$ cat src/rtl/gain_ramp_stage_if.sv
// Stream and control bundle for gain_ramp_stage.
interface gain_ramp_stage_if #(
  parameter int G_INTEGER_BITS = 16,
  parameter int G_DECIMAL_BITS = 16,
  parameter int G_DWIDTH       = 24,
  parameter int G_CHANNELS     = 2
);
  localparam int GW = G_INTEGER_BITS + G_DECIMAL_BITS;
  localparam int CW = (G_CHANNELS > 1) ? $clog2(G_CHANNELS) : 1;

  logic                       enable;
  logic [GW-1:0]              target_gain;
  logic [GW-1:0]              gain_step;
  logic                       clip_clear;
  logic signed [G_DWIDTH-1:0] din;
  logic                       din_valid;
  logic                       din_ready;
  logic signed [G_DWIDTH-1:0] dout;
  logic [CW-1:0]              dout_chan;
  logic                       dout_last;
  logic                       dout_valid;
  logic                       dout_ready;
  logic [GW-1:0]              cur_gain;
  logic                       clip;

  modport master (
    output enable, target_gain, gain_step, clip_clear, din, din_valid, dout_ready,
    input  din_ready, dout, dout_chan, dout_last, dout_valid, cur_gain, clip
  );

  modport slave (
    input  enable, target_gain, gain_step, clip_clear, din, din_valid, dout_ready,
    output din_ready, dout, dout_chan, dout_last, dout_valid, cur_gain, clip
  );
endinterface

$ cat src/rtl/gain_ramp_stage.sv
// Multi-channel fixed-point gain stage with per-frame gain ramping,
// selectable rounding and a sticky clip flag. Three registered stages.
module gain_ramp_stage #(
  parameter int G_INTEGER_BITS = 16,
  parameter int G_DECIMAL_BITS = 16,
  parameter int G_DWIDTH       = 24,
  parameter int G_CHANNELS     = 2,
  parameter int G_ROUND        = 1
) (
  input logic              clk,
  input logic              reset,
  gain_ramp_stage_if.slave bus
);
  localparam int GW     = G_INTEGER_BITS + G_DECIMAL_BITS;
  localparam int CW     = (G_CHANNELS > 1) ? $clog2(G_CHANNELS) : 1;
  localparam int DW     = G_DWIDTH;
  localparam int PW     = DW + GW + 1;
  localparam int SW     = PW - G_DECIMAL_BITS;
  localparam int RND_SH = (G_DECIMAL_BITS > 0) ? G_DECIMAL_BITS - 1 : 0;
  localparam logic signed [PW-1:0] RND =
    (G_ROUND != 0 && G_DECIMAL_BITS > 0) ? (PW'(1) << RND_SH) : '0;
  localparam logic [CW-1:0] LAST_CH = CW'(G_CHANNELS - 1);

  logic                 w_advance;
  logic                 w_accept;
  logic [CW-1:0]        r_chan;
  logic [GW-1:0]        r_gain;
  logic [GW-1:0]        w_next_gain;
  logic [GW-1:0]        w_diff_up;
  logic [GW-1:0]        w_diff_dn;

  logic                 r_s1_valid;
  logic signed [DW-1:0] r_s1_din;
  logic [CW-1:0]        r_s1_chan;
  logic [GW-1:0]        r_s1_gain;

  logic                 r_s2_valid;
  logic signed [PW-1:0] r_s2_prod;
  logic [CW-1:0]        r_s2_chan;

  logic                 r_dout_valid;
  logic signed [DW-1:0] r_dout;
  logic [CW-1:0]        r_dout_chan;
  logic                 r_dout_last;
  logic                 r_clip;

  logic signed [PW-1:0] w_a;
  logic signed [PW-1:0] w_b;
  logic signed [PW-1:0] w_prod;
  logic signed [SW-1:0] w_shift;
  logic                 w_sat;
  logic signed [DW-1:0] w_sat_val;

  assign w_advance = bus.enable & (~r_dout_valid | bus.dout_ready);
  assign w_accept  = w_advance & bus.din_valid;

  // Sample sign-extended, gain zero-extended, both to full product width.
  assign w_a    = PW'(r_s1_din);
  assign w_b    = PW'({1'b0, r_s1_gain});
  assign w_prod = (w_a * w_b) + RND;

  // Dropping the low D bits of a signed value is the arithmetic shift by D.
  assign w_shift = r_s2_prod[PW-1:G_DECIMAL_BITS];
  assign w_sat   = !((&w_shift[SW-1:DW-1]) || (~|w_shift[SW-1:DW-1]));

  // Saturate the shifted product into the output range
  always_comb begin
    w_sat_val = w_shift[DW-1:0];
    if (w_sat) begin
      w_sat_val = w_shift[SW-1] ? {1'b1, {(DW-1){1'b0}}} : {1'b0, {(DW-1){1'b1}}};
    end
  end

  assign w_diff_up = bus.target_gain - r_gain;
  assign w_diff_dn = r_gain - bus.target_gain;

  // Next gain: one step toward target, landing exactly on it when close
  always_comb begin
    w_next_gain = bus.target_gain;
    if (bus.gain_step != '0) begin
      if (bus.target_gain >= r_gain) begin
        if (w_diff_up > bus.gain_step) w_next_gain = r_gain + bus.gain_step;
      end else begin
        if (w_diff_dn > bus.gain_step) w_next_gain = r_gain - bus.gain_step;
      end
    end
  end

  // Pipeline, channel counter, gain ramp and clip flag
  always_ff @(posedge clk) begin
    if (reset) begin
      r_chan       <= '0;
      r_gain       <= '0;
      r_s1_valid   <= 1'b0;
      r_s1_din     <= '0;
      r_s1_chan    <= '0;
      r_s1_gain    <= '0;
      r_s2_valid   <= 1'b0;
      r_s2_prod    <= '0;
      r_s2_chan    <= '0;
      r_dout_valid <= 1'b0;
      r_dout       <= '0;
      r_dout_chan  <= '0;
      r_dout_last  <= 1'b0;
      r_clip       <= 1'b0;
    end else begin
      r_clip <= (r_clip & ~bus.clip_clear) | (w_advance & r_s2_valid & w_sat);
      if (!bus.enable) begin
        r_chan       <= '0;
        r_s1_valid   <= 1'b0;
        r_s2_valid   <= 1'b0;
        r_dout_valid <= 1'b0;
      end else if (w_advance) begin
        r_s1_valid <= bus.din_valid;
        if (bus.din_valid) begin
          r_s1_din  <= bus.din;
          r_s1_chan <= r_chan;
          r_s1_gain <= r_gain;
        end
        if (w_accept) begin
          if (r_chan == LAST_CH) begin
            r_chan <= '0;
            r_gain <= w_next_gain;
          end else begin
            r_chan <= r_chan + CW'(1);
          end
        end
        r_s2_valid <= r_s1_valid;
        if (r_s1_valid) begin
          r_s2_prod <= w_prod;
          r_s2_chan <= r_s1_chan;
        end
        r_dout_valid <= r_s2_valid;
        if (r_s2_valid) begin
          r_dout      <= w_sat_val;
          r_dout_chan <= r_s2_chan;
          r_dout_last <= (r_s2_chan == LAST_CH);
        end
      end
    end
  end

  assign bus.din_ready  = w_advance;
  assign bus.dout       = r_dout;
  assign bus.dout_chan  = r_dout_chan;
  assign bus.dout_last  = r_dout_last;
  assign bus.dout_valid = r_dout_valid;
  assign bus.cur_gain   = r_gain;
  assign bus.clip       = r_clip;
endmodule

$ cat src/flat_wrapper.sv
// flat-port wrapper written by rule: the top's interface ports become plain ports
module gain_ramp_stage_flat 
#(
  parameter int G_INTEGER_BITS = 16,
  parameter int G_DECIMAL_BITS = 16,
  parameter int G_DWIDTH       = 24,
  parameter int G_CHANNELS     = 2,
  parameter int G_ROUND        = 1
)
  (clk, reset, bus_enable, bus_target_gain, bus_gain_step, bus_clip_clear, bus_din, bus_din_valid, bus_dout_ready, bus_din_ready, bus_dout, bus_dout_chan, bus_dout_last, bus_dout_valid, bus_cur_gain, bus_clip);
  gain_ramp_stage_if #(.G_INTEGER_BITS(G_INTEGER_BITS), .G_DECIMAL_BITS(G_DECIMAL_BITS), .G_DWIDTH(G_DWIDTH), .G_CHANNELS(G_CHANNELS)) bus_i ();
  input logic clk;
  input logic reset;
  input wire logic [$bits(bus_i.enable)-1:0] bus_enable;
  input wire logic [$bits(bus_i.target_gain)-1:0] bus_target_gain;
  input wire logic [$bits(bus_i.gain_step)-1:0] bus_gain_step;
  input wire logic [$bits(bus_i.clip_clear)-1:0] bus_clip_clear;
  input wire logic [$bits(bus_i.din)-1:0] bus_din;
  input wire logic [$bits(bus_i.din_valid)-1:0] bus_din_valid;
  input wire logic [$bits(bus_i.dout_ready)-1:0] bus_dout_ready;
  output wire logic [$bits(bus_i.din_ready)-1:0] bus_din_ready;
  output wire logic [$bits(bus_i.dout)-1:0] bus_dout;
  output wire logic [$bits(bus_i.dout_chan)-1:0] bus_dout_chan;
  output wire logic [$bits(bus_i.dout_last)-1:0] bus_dout_last;
  output wire logic [$bits(bus_i.dout_valid)-1:0] bus_dout_valid;
  output wire logic [$bits(bus_i.cur_gain)-1:0] bus_cur_gain;
  output wire logic [$bits(bus_i.clip)-1:0] bus_clip;
  assign bus_i.enable = bus_enable;
  assign bus_i.target_gain = bus_target_gain;
  assign bus_i.gain_step = bus_gain_step;
  assign bus_i.clip_clear = bus_clip_clear;
  assign bus_i.din = bus_din;
  assign bus_i.din_valid = bus_din_valid;
  assign bus_i.dout_ready = bus_dout_ready;
  assign bus_din_ready = bus_i.din_ready;
  assign bus_dout = bus_i.dout;
  assign bus_dout_chan = bus_i.dout_chan;
  assign bus_dout_last = bus_i.dout_last;
  assign bus_dout_valid = bus_i.dout_valid;
  assign bus_cur_gain = bus_i.cur_gain;
  assign bus_clip = bus_i.clip;
  gain_ramp_stage #(.G_INTEGER_BITS(G_INTEGER_BITS), .G_DECIMAL_BITS(G_DECIMAL_BITS), .G_DWIDTH(G_DWIDTH), .G_CHANNELS(G_CHANNELS), .G_ROUND(G_ROUND)) u_core (.clk(clk), .reset(reset), .bus(bus_i));
endmodule
$ cat config.mk
export PLATFORM = sky130hd
export DESIGN_NAME = gain_ramp_stage_flat
export DESIGN_NICKNAME = d
export VERILOG_FILES = /design/src/rtl/gain_ramp_stage_if.sv /design/src/rtl/gain_ramp_stage.sv /design/src/flat_wrapper.sv
export SDC_FILE = /design/constraint.sdc
export NUM_CORES = 2
export LEC_CHECK = 0
export BUFFER_PORTS_ARGS = -buffer_cell sky130_fd_sc_hd__buf_4
export CORE_UTILIZATION = 60
export CTS_CLUSTER_SIZE = 16
export DETAILED_ROUTE_END_ITERATION = 7
export PLACE_DENSITY = 0.78
export SLEW_MARGIN = 20
export SYNTH_ARGS = -nofsm -noshare
export SYNTH_HDL_FRONTEND = slang
export SYNTH_SLANG_ARGS = --single-unit
$ cat constraint.sdc
create_clock -name clk -period 7.9 [get_ports clk]
set_input_delay 1.185 -clock clk [delete_from_list [all_inputs] [get_ports clk]]
set_output_delay 1.185 -clock clk [all_outputs]
set_load 0.01 [all_outputs]
==> run_results.csv <==
group,metric,value,unit
run_status,status,"finished, final reports clean",
clock_network,cts_buffer_depth,2,
setup_path,path_common_cell,"fa_1",
logic_synthesis,syn_area,39100,µm²
final_layout,finalNetCount,5865,
detailed_routing,routed_wl,122000,µm
final_layout,drive_gt1_share,7.65,%
grt,grt_max_degree,64,
final_layout,final_cells,5579,
logic_synthesis,synth_nets,5827,
clock_network,cts_root_buffer,"clkbuf_16",
clock_network,htree_levels,4,
grt,gr-total-overflow,0,
floorplanning,ios,155,
grt,antenna_found_initial,4,
logic_synthesis,synth_top_area_share,33.9,%
placement,dp_slack,0.418,ns
placement,place_inst,5545,
placement,port_buffers,154,
clock_network,cts.sinks,161,
flow_run,cap_violations,0,
timing,fin_crit,7.63,ns
clock_network,path_clk_slew,0.08,ns
final_layout,post-route-util,65.0,%
floorplanning,start_util,60.6,%
placement,gp_congestion,1.03,
power,powerDensity,63.8,nW/µm²
setup_path,cp-start-kind,"flip-flop",
setup_path,slowest_stage,"dfxtp_1",
logic_synthesis,yosysWarningCount,0,
setup_path,cp-end-kind,"flip-flop",
logic_synthesis,async_flop_share,0,%
logic_synthesis,ys_types,91,
detailed_routing,vias,33850,
clock_network,postCtsSetupBuffers,0,
timing,worst_slack,0.269,ns
power,intPower,1590,µW
setup_path,critPathKind,"flip-flop to flip-flop",
logic_synthesis,synth_compound_area_share,13.7,%
setup_path,slowest_delay,0.85,ns
clock_network,clkLatencyLatePin,0.52,ns
logic_synthesis,ys_ff_latch,161,
logic_synthesis,synth_edf_count,0,
timing,finalCritPeriodShare,96.6,%
logic_synthesis,yosys.area.top_type,"fa_1",
detailed_routing,ant_nets,0,
timing,whs,0.455,ns
detailed_routing,first_iter_violations,3253,
placement,post-dp-hpwl,100000,µm
timing,finalSetupViolations,0,
setup_path,critical_path_required,8.31,ns
final_layout,final_common_cell,"inv_1",
timing,final-max-slew-violation-count,0,
hold_path,worstHoldStart,"u_core.r_s2_prod[17]",
power,irDropWorstVdd,0.150,mV
logic_synthesis,synth_ff_type,"dfxtp_1",
logic_synthesis,syn_inst,4671,
setup_path,r2r_start,"u_core.r_s1_gain[5]",
power,comb_power_share,31.6,%
logic_synthesis,synthMuxAreaShare,0.0800,%
timing,fin_worst_skew,0.0192,ns
floorplanning,die_area,66200,µm²
power,clkPwrFrac,36.4,%
detailed_routing,wl_per_cell,21.8,µm
logic_synthesis,synth_adder_area_share,46.7,%
final_layout,layout_common_cells,"inv_1 (844), fa_1 (662), nand2_1 (587)",
logic_synthesis,synth_simple_gate_area_share,17.8,%
floorplanning,die_h,257,µm
clock_network,postCtsHoldBufs,0,
logic_synthesis,seq_area_frac_synth,8.25,%
timing,max_freq,131,MHz
clock_network,post_cts_resized,0,
clock_network,cts_tree,"built",
floorplanning,core-area,64500,µm²
detailed_routing,drc,0,
grt,grt_usage,37.6,%
timing,rsz0062_at_grt,"no",
setup_path,worst_ep_arrival_time,8.04,ns
logic_synthesis,avgSynthCellArea,8.37,µm²
setup_path,cp_max_fo,19,
grt,grt_pass1_vias,34351,
grt,grt_pass1_wl,191000,µm
timing,hold_viol_final,0,
detailed_routing,viasPerCell,6.07,
timing,maxSlewHeadroom,28.2,%
power,p_leak,0.0204,µW
power,p_sw_share,40.5,%
logic_synthesis,synthXorXnorAreaFrac,2.71,%
detailed_routing,drtPass1Iterations,6,
hold_path,hold_path_class,"flip-flop to flip-flop",
logic_synthesis,synthTopCellsByArea,"fa_1 (34%), ha_1 (13%), dfxtp_1 (8.2%), inv_1 (8.1%), and2_1 (5.9%)",
final_layout,nFillCells,5433,
floorplanning,fp.dieW,257,µm
power,seqPwrFrac,32.0,%
setup_path,startpoint,"u_core.r_s1_gain[5]",
final_layout,area_growth,7.12,%
floorplanning,num_rows,93,
timing,tightest_slew,1.07,ns
timing,tns,0,ns
power,p_switching,1080,µW
logic_synthesis,synth_top_family_by_area,"adder cells",
clock_network,cts_made_buffers,17,
==> flip-flops by register name, indices dropped and copies added (netlist names) <==
signal,cells
u_core.r_s1_gain,32
u_core.r_s2_valid,1
u_core.bus.dout_chan,1
u_core.r_chan,1
u_core.r_s1_valid,1
u_core.bus.dout,24
u_core.bus.clip,1
u_core.bus.cur_gain,32
u_core.r_s1_din,24
u_core.r_s2_prod,41
u_core.r_s2_chan,1
u_core.r_s1_chan,1
u_core.bus.dout_valid,1
==> synthesized netlist by cell type (6+ instances only) <==
master     number
a2111oi_2       8
a211oi_1       60
a21boi_0        6
a21o_1         94
a21oi_1       290
a221o_1        11
a221oi_1       16
a22o_1         25
a31oi_1        25
and2_1        371
and3_1         16
buf_1          10
buf_2          13
clkbuf_1      230
dfxtp_1       161
fa_1          662
ha_1          400
inv_1         844
nand2_1       588
nand2b_1       45
nand3_1        38
nand4_1        40
nor2_1        167
nor2b_1        36
nor3_1         56
nor4_1         19
o211ai_1        7
o21a_1         12
o21ai_0        89
o21ai_1         8
o21bai_1       34
o221ai_1       12
o22ai_1        10
o31a_1          6
o31ai_1        17
or3_1           7
or4_1           7
xnor2_1        87
xor2_1         34
==> final cells by class <==
type	count	area [µm²]	share of cell area (%)
antenna	2	5.00	0.0120
clock inverter	15	208	0.496
clock buffer	17	425	1.02
sequential	161	3220	7.70
multi-input combinational	3405	31700	75.6
inverter	845	3170	7.57
timing repair buffer	279	2090	5.00
tap	855	1070	2.55
==> critical path, delay by kind of cell, from the launching register on <==
kind | cells | cell delay [ns]
fa+ha+maj | 8 | 3.45
compound gates | 10 | 2.37
flops | 1 | 0.85
buf+inv | 6 | 0.52
simple gates | 1 | 0.18
xor+xnor | 1 | 0.15
==> power by group through the flow <==
stage | registers, µW | logic, µW | clock network [µW]
CTS | 853 | 815 | 979
floorplan | 853 | 535 | 0
global placement | 872 | 800 | 0
finish | 855 | 846 | 972
global route | 856 | 902 | 998
detailed placement | 872 | 811 | 0
==> path summary, 6_finish.rpt <==
path | end | slack [ns] | depth (start not counted)
worst max-delay path | u_core.r_s2_prod[51] | 0.27 | 26
worst min-delay path | u_core.r_s2_prod[17] | 0.45 | 2
worst max register to register | u_core.r_s2_prod[51] | 0.27 | 26
worst min register to register | u_core.r_s2_prod[17] | 0.45 | 2
==> kinds of logic after synthesis <==
family          count (synthesis)
mux                             3
flops                         161
buf+inv                      1105
xor+xnor                      121
compound gates                800
fa+ha+maj                    1062
simple gates                 1419
==> per-stage QoR <==
| step | power (µW) | instance area (µm²) |
|---|---|---|
| after CTS | 2650 | 41900 |
| final | 2670 | 41900 |
| after floorplan | 1390 | 39100 |
| after global placement | 1670 | 41200 |
| after global routing | 2760 | 41900 |
| after detailed placement | 1680 | 41200 |
==> metal layers <==
layer | wire length [µm] | global-route usage [%] | vias up | part of all wire (%)
met5 | 34 | 0 | - | 0.028
met3 | 13000 | 8.28 | 479 | 11
met2 | 53200 | 57.4 | 1903 | 44
li1 | - | - | 14879 | -
met1 | 46800 | 48.5 | 16583 | 38
met4 | 8840 | 24.0 | 6 | 7.3
Power figures use the tool's default switching activity.
